### src/rtl/mips_ctrl_pkg.sv
// mips_ctrl_pkg: opcode/funct constants, ALU function codes and state encoding for the multicycle MIPS control unit
package mips_ctrl_pkg;
    localparam logic [5:0] OP_RTYPE = 6'b000000;
    localparam logic [5:0] OP_LW    = 6'b100011;
    localparam logic [5:0] OP_SW    = 6'b101011;
    localparam logic [5:0] OP_BEQ   = 6'b000100;
    localparam logic [5:0] OP_J     = 6'b000010;
    localparam logic [5:0] OP_JAL   = 6'b000011;
    localparam logic [5:0] OP_ADDI  = 6'b001000;
    localparam logic [5:0] F_ADD = 6'b100000;
    localparam logic [5:0] F_SUB = 6'b100010;
    localparam logic [5:0] F_AND = 6'b100100;
    localparam logic [5:0] F_OR  = 6'b100101;
    localparam logic [5:0] F_SLT = 6'b101010;
    localparam logic [5:0] F_JR  = 6'b001000;
    localparam logic [2:0] ALU_ADD = 3'b000;
    localparam logic [2:0] ALU_SUB = 3'b001;
    localparam logic [2:0] ALU_AND = 3'b010;
    localparam logic [2:0] ALU_OR  = 3'b011;
    localparam logic [2:0] ALU_SLT = 3'b100;
    typedef enum logic [3:0] {
        S_FETCH   = 4'd0,
        S_DECODE  = 4'd1,
        S_MEMADR  = 4'd2,
        S_MEMRD   = 4'd3,
        S_MEMWB   = 4'd4,
        S_MEMWR   = 4'd5,
        S_RTEXE   = 4'd6,
        S_RTWB    = 4'd7,
        S_BRANCH  = 4'd8,
        S_JUMP    = 4'd9,
        S_JAL     = 4'd10,
        S_JR      = 4'd11,
        S_ADDIEXE = 4'd12,
        S_ADDIWB  = 4'd13,
        S_HALT    = 4'd14
    } state_t;
endpackage

### src/rtl/alu_decoder.sv
// alu_decoder: R-type funct field to 3-bit ALU operation; unknown funct falls back to add
// Ports: funct (IR[5:0]) in, alu_fn (ALU operation) out
module alu_decoder
    import mips_ctrl_pkg::*;
(
    input  logic [5:0] funct,
    output logic [2:0] alu_fn
);
    always_comb alu_fn = funct == F_SUB ? ALU_SUB :
                         funct == F_AND ? ALU_AND :
                         funct == F_OR  ? ALU_OR  :
                         funct == F_SLT ? ALU_SLT : ALU_ADD;
endmodule

### src/rtl/multicycle_controller.sv
// multicycle_controller: Moore FSM sequencing fetch/decode/execute/memory/write-back for the multicycle MIPS datapath
// Ports: Clk, Rst (async active-low), Opcode/Funct (IR fields), Zero (ALU flag) in;
//        memory, PC, IR, register-file and ALU controls plus State (debug) out.
// Build option: define ILLEGAL_TRAP_EN to send unknown opcodes to a HALT state instead of a 2-cycle no-op.
module multicycle_controller
    import mips_ctrl_pkg::*;
(
    input  logic       Clk,
    input  logic       Rst,
    input  logic [5:0] Opcode,
    input  logic [5:0] Funct,
    input  logic       Zero,
    output logic       MemRead,
    output logic       MemWrite,
    output logic       IorD,
    output logic       IRWrite,
    output logic       PCWrite_1,
    output logic       PCWrite_2,
    output logic [1:0] PCSource,
    output logic       RegWrite,
    output logic       RegDst,
    output logic       Jal,
    output logic       MemtoReg,
    output logic       ALUSrcA,
    output logic [1:0] ALUSrcB,
    output logic [2:0] Function,
    output logic [3:0] State
);
    state_t state, next;
    logic [2:0] rt_fn;
    alu_decoder u_alu_decoder (.funct(Funct), .alu_fn(rt_fn));
    always_ff @(posedge Clk or negedge Rst)
        if (!Rst) state <= S_FETCH;
        else      state <= next;
    assign State = state;
    always_comb begin
        next      = S_FETCH;
        MemRead   = 1'b0;
        MemWrite  = 1'b0;
        IorD      = 1'b0;
        IRWrite   = 1'b0;
        PCWrite_1 = 1'b0;
        PCWrite_2 = 1'b0;
        PCSource  = 2'b00;
        RegWrite  = 1'b0;
        RegDst    = 1'b0;
        Jal       = 1'b0;
        MemtoReg  = 1'b0;
        ALUSrcA   = 1'b0;
        ALUSrcB   = 2'b00;
        Function  = ALU_ADD;
        case (state)
            S_FETCH: begin
                MemRead   = 1'b1;
                IRWrite   = 1'b1;
                ALUSrcB   = 2'b01;
                PCWrite_1 = 1'b1;
                next      = S_DECODE;
            end
            S_DECODE: begin
                ALUSrcB = 2'b11;
                case (Opcode)
                    OP_LW, OP_SW: next = S_MEMADR;
                    OP_RTYPE:     next = Funct == F_JR ? S_JR : S_RTEXE;
                    OP_BEQ:       next = S_BRANCH;
                    OP_J:         next = S_JUMP;
                    OP_JAL:       next = S_JAL;
                    OP_ADDI:      next = S_ADDIEXE;
`ifdef ILLEGAL_TRAP_EN
                    default:      next = S_HALT;
`else
                    default:      next = S_FETCH;
`endif
                endcase
            end
            S_MEMADR: begin
                ALUSrcA = 1'b1;
                ALUSrcB = 2'b10;
                next    = Opcode == OP_LW ? S_MEMRD : S_MEMWR;
            end
            S_MEMRD: begin
                MemRead = 1'b1;
                IorD    = 1'b1;
                next    = S_MEMWB;
            end
            S_MEMWB: begin
                RegWrite = 1'b1;
                MemtoReg = 1'b1;
            end
            S_MEMWR: begin
                MemWrite = 1'b1;
                IorD     = 1'b1;
            end
            S_RTEXE: begin
                ALUSrcA  = 1'b1;
                Function = rt_fn;
                next     = S_RTWB;
            end
            S_RTWB: begin
                RegWrite = 1'b1;
                RegDst   = 1'b1;
                Function = rt_fn;
            end
            S_BRANCH: begin
                ALUSrcA   = 1'b1;
                Function  = ALU_SUB;
                PCSource  = 2'b01;
                PCWrite_1 = Zero;
            end
            S_JUMP: begin
                PCSource  = 2'b10;
                PCWrite_1 = 1'b1;
            end
            S_JAL: begin
                PCSource  = 2'b10;
                PCWrite_1 = 1'b1;
                RegWrite  = 1'b1;
                Jal       = 1'b1;
            end
            S_JR: begin
                PCWrite_1 = 1'b1;
                PCWrite_2 = 1'b1;
            end
            S_ADDIEXE: begin
                ALUSrcA = 1'b1;
                ALUSrcB = 2'b10;
                next    = S_ADDIWB;
            end
            S_ADDIWB: RegWrite = 1'b1;
`ifdef ILLEGAL_TRAP_EN
            S_HALT: next = S_HALT;
`endif
            default: next = S_FETCH;
        endcase
        // Reset overrides the FETCH decode so nothing strobes while held.
        if (!Rst) begin
            MemRead   = 1'b0;
            IRWrite   = 1'b0;
            ALUSrcB   = 2'b00;
            PCWrite_1 = 1'b0;
        end
    end
endmodule

### config.mk
export PLATFORM = sky130hd
export DESIGN_NAME = multicycle_controller
export DESIGN_NICKNAME = d
export VERILOG_FILES = /design/src/rtl/mips_ctrl_pkg.sv /design/src/rtl/alu_decoder.sv /design/src/rtl/multicycle_controller.sv
export SDC_FILE = /design/constraint.sdc
export NUM_CORES = 1
export LEC_CHECK = 0
export CORE_MARGIN = 3
export CORE_UTILIZATION = 35
export CTS_BUF_LIST = sky130_fd_sc_hd__clkbuf_16
export CTS_CLUSTER_SIZE = 12
export DETAILED_ROUTE_END_ITERATION = 8
export HOLD_SLACK_MARGIN = 0.08
export PLACE_DENSITY = 0.76
export SYNTH_ARGS = -nofsm -noshare
export SYNTH_HDL_FRONTEND = slang
export SYNTH_HIERARCHICAL = 1
export SYNTH_SLANG_ARGS = --single-unit
### constraint.sdc
create_clock -name Clk -period 1.52 [get_ports Clk]
set_clock_uncertainty 0.05 [all_clocks]
set_input_delay 0.228 -clock Clk [delete_from_list [all_inputs] [get_ports Clk]]
set_output_delay 0.228 -clock Clk [all_outputs]
set_load 0.02 [all_outputs]
==> metrics, run 1 <==
Synth Register Bits=4; First Err=[ERROR DPL-0033] detailed placement checks failed during check placement.; count of cell types in the netlist=33; ys async rst share=100%; H-tree depth=1; EDFF count, synth=0; ys flop type=dfrtp_1; post-CTS setup buffers=10; Cells after DPL=169; Cells after Synth=90; I/O pin cnt=37; Clock Sinks=4; Clock Tree Buf Depth=2; Num CTS Buffers=3; Final HPWL DP=2210 microns; post-synthesis cell area=616 sq um; row count=14; CTS resizes=152; root buffer cell=clkbuf_16; Initial Util=39.0%; routability cong.=0.810; status=stopped before the end; average cell area after synthesis=6.84 sq um; pre-CTS WS=-0.810 ns; number of port buffers=36; syn nets=105; hold bufs inserted after CTS=0; Synthesis Warnings=6; die outline height=47.9 microns; Stopped at=4_1_cts; Seq/Total Area, Yosys=16.3%; Die X=47.9 microns
[Yosys cell counts (2+ instances only)]
master / number / area [sq um]
nor2_1: 16 / 60.1
nand2_1: 4 / 15.0
and3b_1: 2 / 17.5
clkbuf_1: 5 / 18.8
xnor2_1: 2 / 17.5
nor2b_1: 2 / 12.5
nand3b_1: 2 / 15.0
nand2b_1: 6 / 37.5
dfrtp_1: 4 / 100
o21ai_0: 5 / 25.0
inv_1: 2 / 7.51
nor3_1: 7 / 35.0
nor4_1: 3 / 18.8
and3_1: 5 / 31.3
a21oi_1: 7 / 35.0
[kinds of logic after synthesis]
| logic type | Yosys count | synth area share (%) |
|---|---|---|
| muxes | 1 | 1.63 |
| DFF | 4 | 16.3 |
| and+or+nand+nor | 55 | 52.0 |
| AOI/OAI and AO/OA | 21 | 23.0 |
| buffers and inverters | 7 | 4.27 |
| xor gates and xnor gates | 2 | 2.85 |
[per-stage QoR]
stage / instance area (sq um) / utilization (%) / hold slack (ns)
detailed placement: 1290 / 81.7 / 0.572
global placement: 1290 / 81.7 / 0.555
floorplan: 683 / - / -0.118
==> inputs of run 2 (changes only) <==
CORE_AREA = 3 3 64 66   (was default)
CORE_MARGIN = default   (was 3)
CORE_UTILIZATION = default   (was 35)
CTS_BUF_LIST = default   (was sky130_fd_sc_hd__clkbuf_16)
CTS_CLUSTER_SIZE = default   (was 12)
DIE_AREA = 0 0 67 69   (was default)
HOLD_SLACK_MARGIN = default   (was 0.08)
PLACE_DENSITY = default   (was 0.76)
PLACE_DENSITY_LB_ADDON = 0.15   (was default)
==> run 2 against run 1 <==
Net effect:
- the flow now finishes, with violations (setup timing)
- synthesized cell count unchanged
- synthesized area unchanged
==> metrics, run 2 <==
EDFF count, synth=0 (unchanged); internal power consumption=0.000822 W; Fin Setup TNS=-1.05 ns; fraction of layout cells with a size suffix above 1=71.1%; hold bufs inserted after CTS=0 (unchanged); Most Frequent Cell on Critical Path=buf_6; Crit Path Category=reg -> out; CP Max Fanout=6; worst slew pin tran=0.288 ns; top-count cell post-synth=nor2_1; row count=22 (+8); final wirelength=2810 microns; WP buf/inv=2; Die Footprint=4620 sq um; total global routing overflow=0; final setup vio count=16; critical-path cell list=buf_6 > o32ai_1 > and2_4 > buf_6; CTS clk-pin slew, worst paths=0.04 ns; combinational share of power=70.0%; die outline height=69 microns (+44%); max reg flops=4; Seq/Total Area, Yosys=16.3% (unchanged); area fraction of the dominant cell type after synthesis=16.3% (unchanged); vias in the first global route=997; max-cap viol count=0; slack of the critical path=-0.141 ns; Clock Tree Buf Depth=2 (unchanged); leading area contributor after synthesis=dfrtp_1; Num CTS Buffers=3 (unchanged); Final ANT Viol Nets=0; number of port buffers=36 (unchanged); syn nets=105 (unchanged); area grow syn2layout=181%; most common cell after layout, fill and taps aside=buf_4; status=complete, but fails checks; Fmax achieved=0.602 GHz; initial antenna violation count=0; Die X=67 microns (+40%); DRC errors left=0; Initial DRC Count=32; Clock Sinks=4 (unchanged); Initial Util=16.9% (-22 points); GRT Util Overall=11.8%; max_slew headroom=80.6%; count of cell types in the netlist=33 (unchanged); pre-CTS WS=-0.832 ns (-0.0223 ns); Worst Hold Class=in -> async; worst stage delay on the critical path=0.45 ns; core area=3630 sq um; leading post-synthesis cells by cell area=dfrtp_1 16%, nor2_1 9.8%, nand2b_1 6.1%, a21oi_1 5.7%, nor3_1 5.7%; I/O pin cnt=37 (unchanged); CP Capture Type=output pin; final hold violation count=0; reg-to-reg startpoint=State[1]; average cell area after synthesis=6.84 sq um (unchanged); number of diodes=0; largest net degree at the start of global routing=11; Final HPWL DP=2000 microns (-9.1%); Worst Setup SP=State[3]; Post-synth top cells=16 x nor2_1, 7 x a21oi_1, 7 x nor3_1; DR WL/cell=12.7 microns; Final Critical Period=1.66 ns; Via density=4.48; Crit path max-delay family=flip-flops; hold_ws=0.425 ns; final-report max-slew violation count=0; final worst-path cycle share=109%; CTS tree=built; root buffer cell=clkbuf_8; ys async rst share=100% (unchanged); Synth Register Bits=4 (unchanged); Net Sw Frac=40.4%; clock latency on the worst-skew pair=0.22 ns; sequential share of power=12.8%; CP max stage cell=dfrtp_2; Synthesis Warnings=6 (unchanged); Data arrival, critical path=1.38 ns; most frequent cells in the layout=35 x buf_4, 30 x buf_6, 8 x clkdlybuf4s50_1, 7 x nor2_1; Lkg Pwr=0.733 nW; vias after detailed routing=989; ys flop type=dfrtp_1; Cells after Synth=90 (unchanged); first-pass GRT wire length=4440 microns; iteration count of the initial detailed-routing pass=4; RSZ-0062 raised after global routing=yes; failing checks=setup timing; clock share of power=17.2%; nets=189; Pwr Density=798 nW/um^2; routability cong.=0.768 (-5.2%); post-synthesis cell area=616 sq um (unchanged); Critical Path Start Type=register; Net Sw Power=0.000558 W; H-tree depth=1 (unchanged); worst ir drop on vdd=0.285 mV; CP required=1.24 ns
run 2: cell families after synthesis:
family	Yosys count	synth area share, %
and+or+nand+nor	55	52.0
AOI/OAI and AO/OA	21	23.0
muxes	1	1.63
DFF	4	16.3
xor gates and xnor gates	2	2.85
buffers and inverters	7	4.27
run 2: power by group through the flow:
stage	logic (W)	clock network, W	registers [W]
2_1_floorplan	0.000358	0	0.000169
3_3_place_gp	0.000745	0	0.000164
3_5_place_dp	0.000754	0	0.000164
4_1_cts	0.000860	0.000244	0.000173
5_1_grt	0.00103	0.000250	0.000183
6_report	0.000966	0.000237	0.000177
run 2: timing repair:
item,4_1_cts,5_1_grt
gates resized for setup,152,46
pin swaps,8,15
endpoints found under the setup margin,25,21
buffers inserted,6,5
run 2: worst paths after layout:
check / depth (start not counted) / slack [ns] / endpoint
max in group asynchronous: 2 / 0.88 / State[3]
min in group Clk: 5 / 0.56 / State[3]
worst max register to register: 7 / -0.04 / State[2]
worst min-delay path: 2 / 0.43 / State[2]
worst min register to register: 2 / 0.62 / State[3]
worst max-delay path: 4 / -0.14 / ALUSrcB[1]
run 2: area by class of cell:
class                   count  area (sq um)
repair buffers             84           764
fillers                   366          1900
well taps                  48          60.1
inverters                   2          7.51
flip-flops and latches      4           105
multi-input cells          79           747
clock buffers               4          45.0
run 2: layer usage:
layer  wire [microns]  global-route usage [%]
met1             1210                    14.0
met4                0                    3.60
met3               81                    1.14
met5                0                       0
met2             1520                    21.6
run 2: per-stage QoR:
stage / instance area, sq um / instances / power [W] / utilization (%)
global route: 1730 / 221 / 0.00147 / 47.6
CTS: 1530 / 216 / 0.00128 / 42.1
finish: 1730 / 221 / 0.00138 / 47.6
detailed placement: 1350 / 206 / 0.000919 / 37.2
floorplan: 683 / 90 / 0.000527 / -
global placement: 1350 / 206 / 0.000909 / 37.2
(Power assumes the default switching activity.)
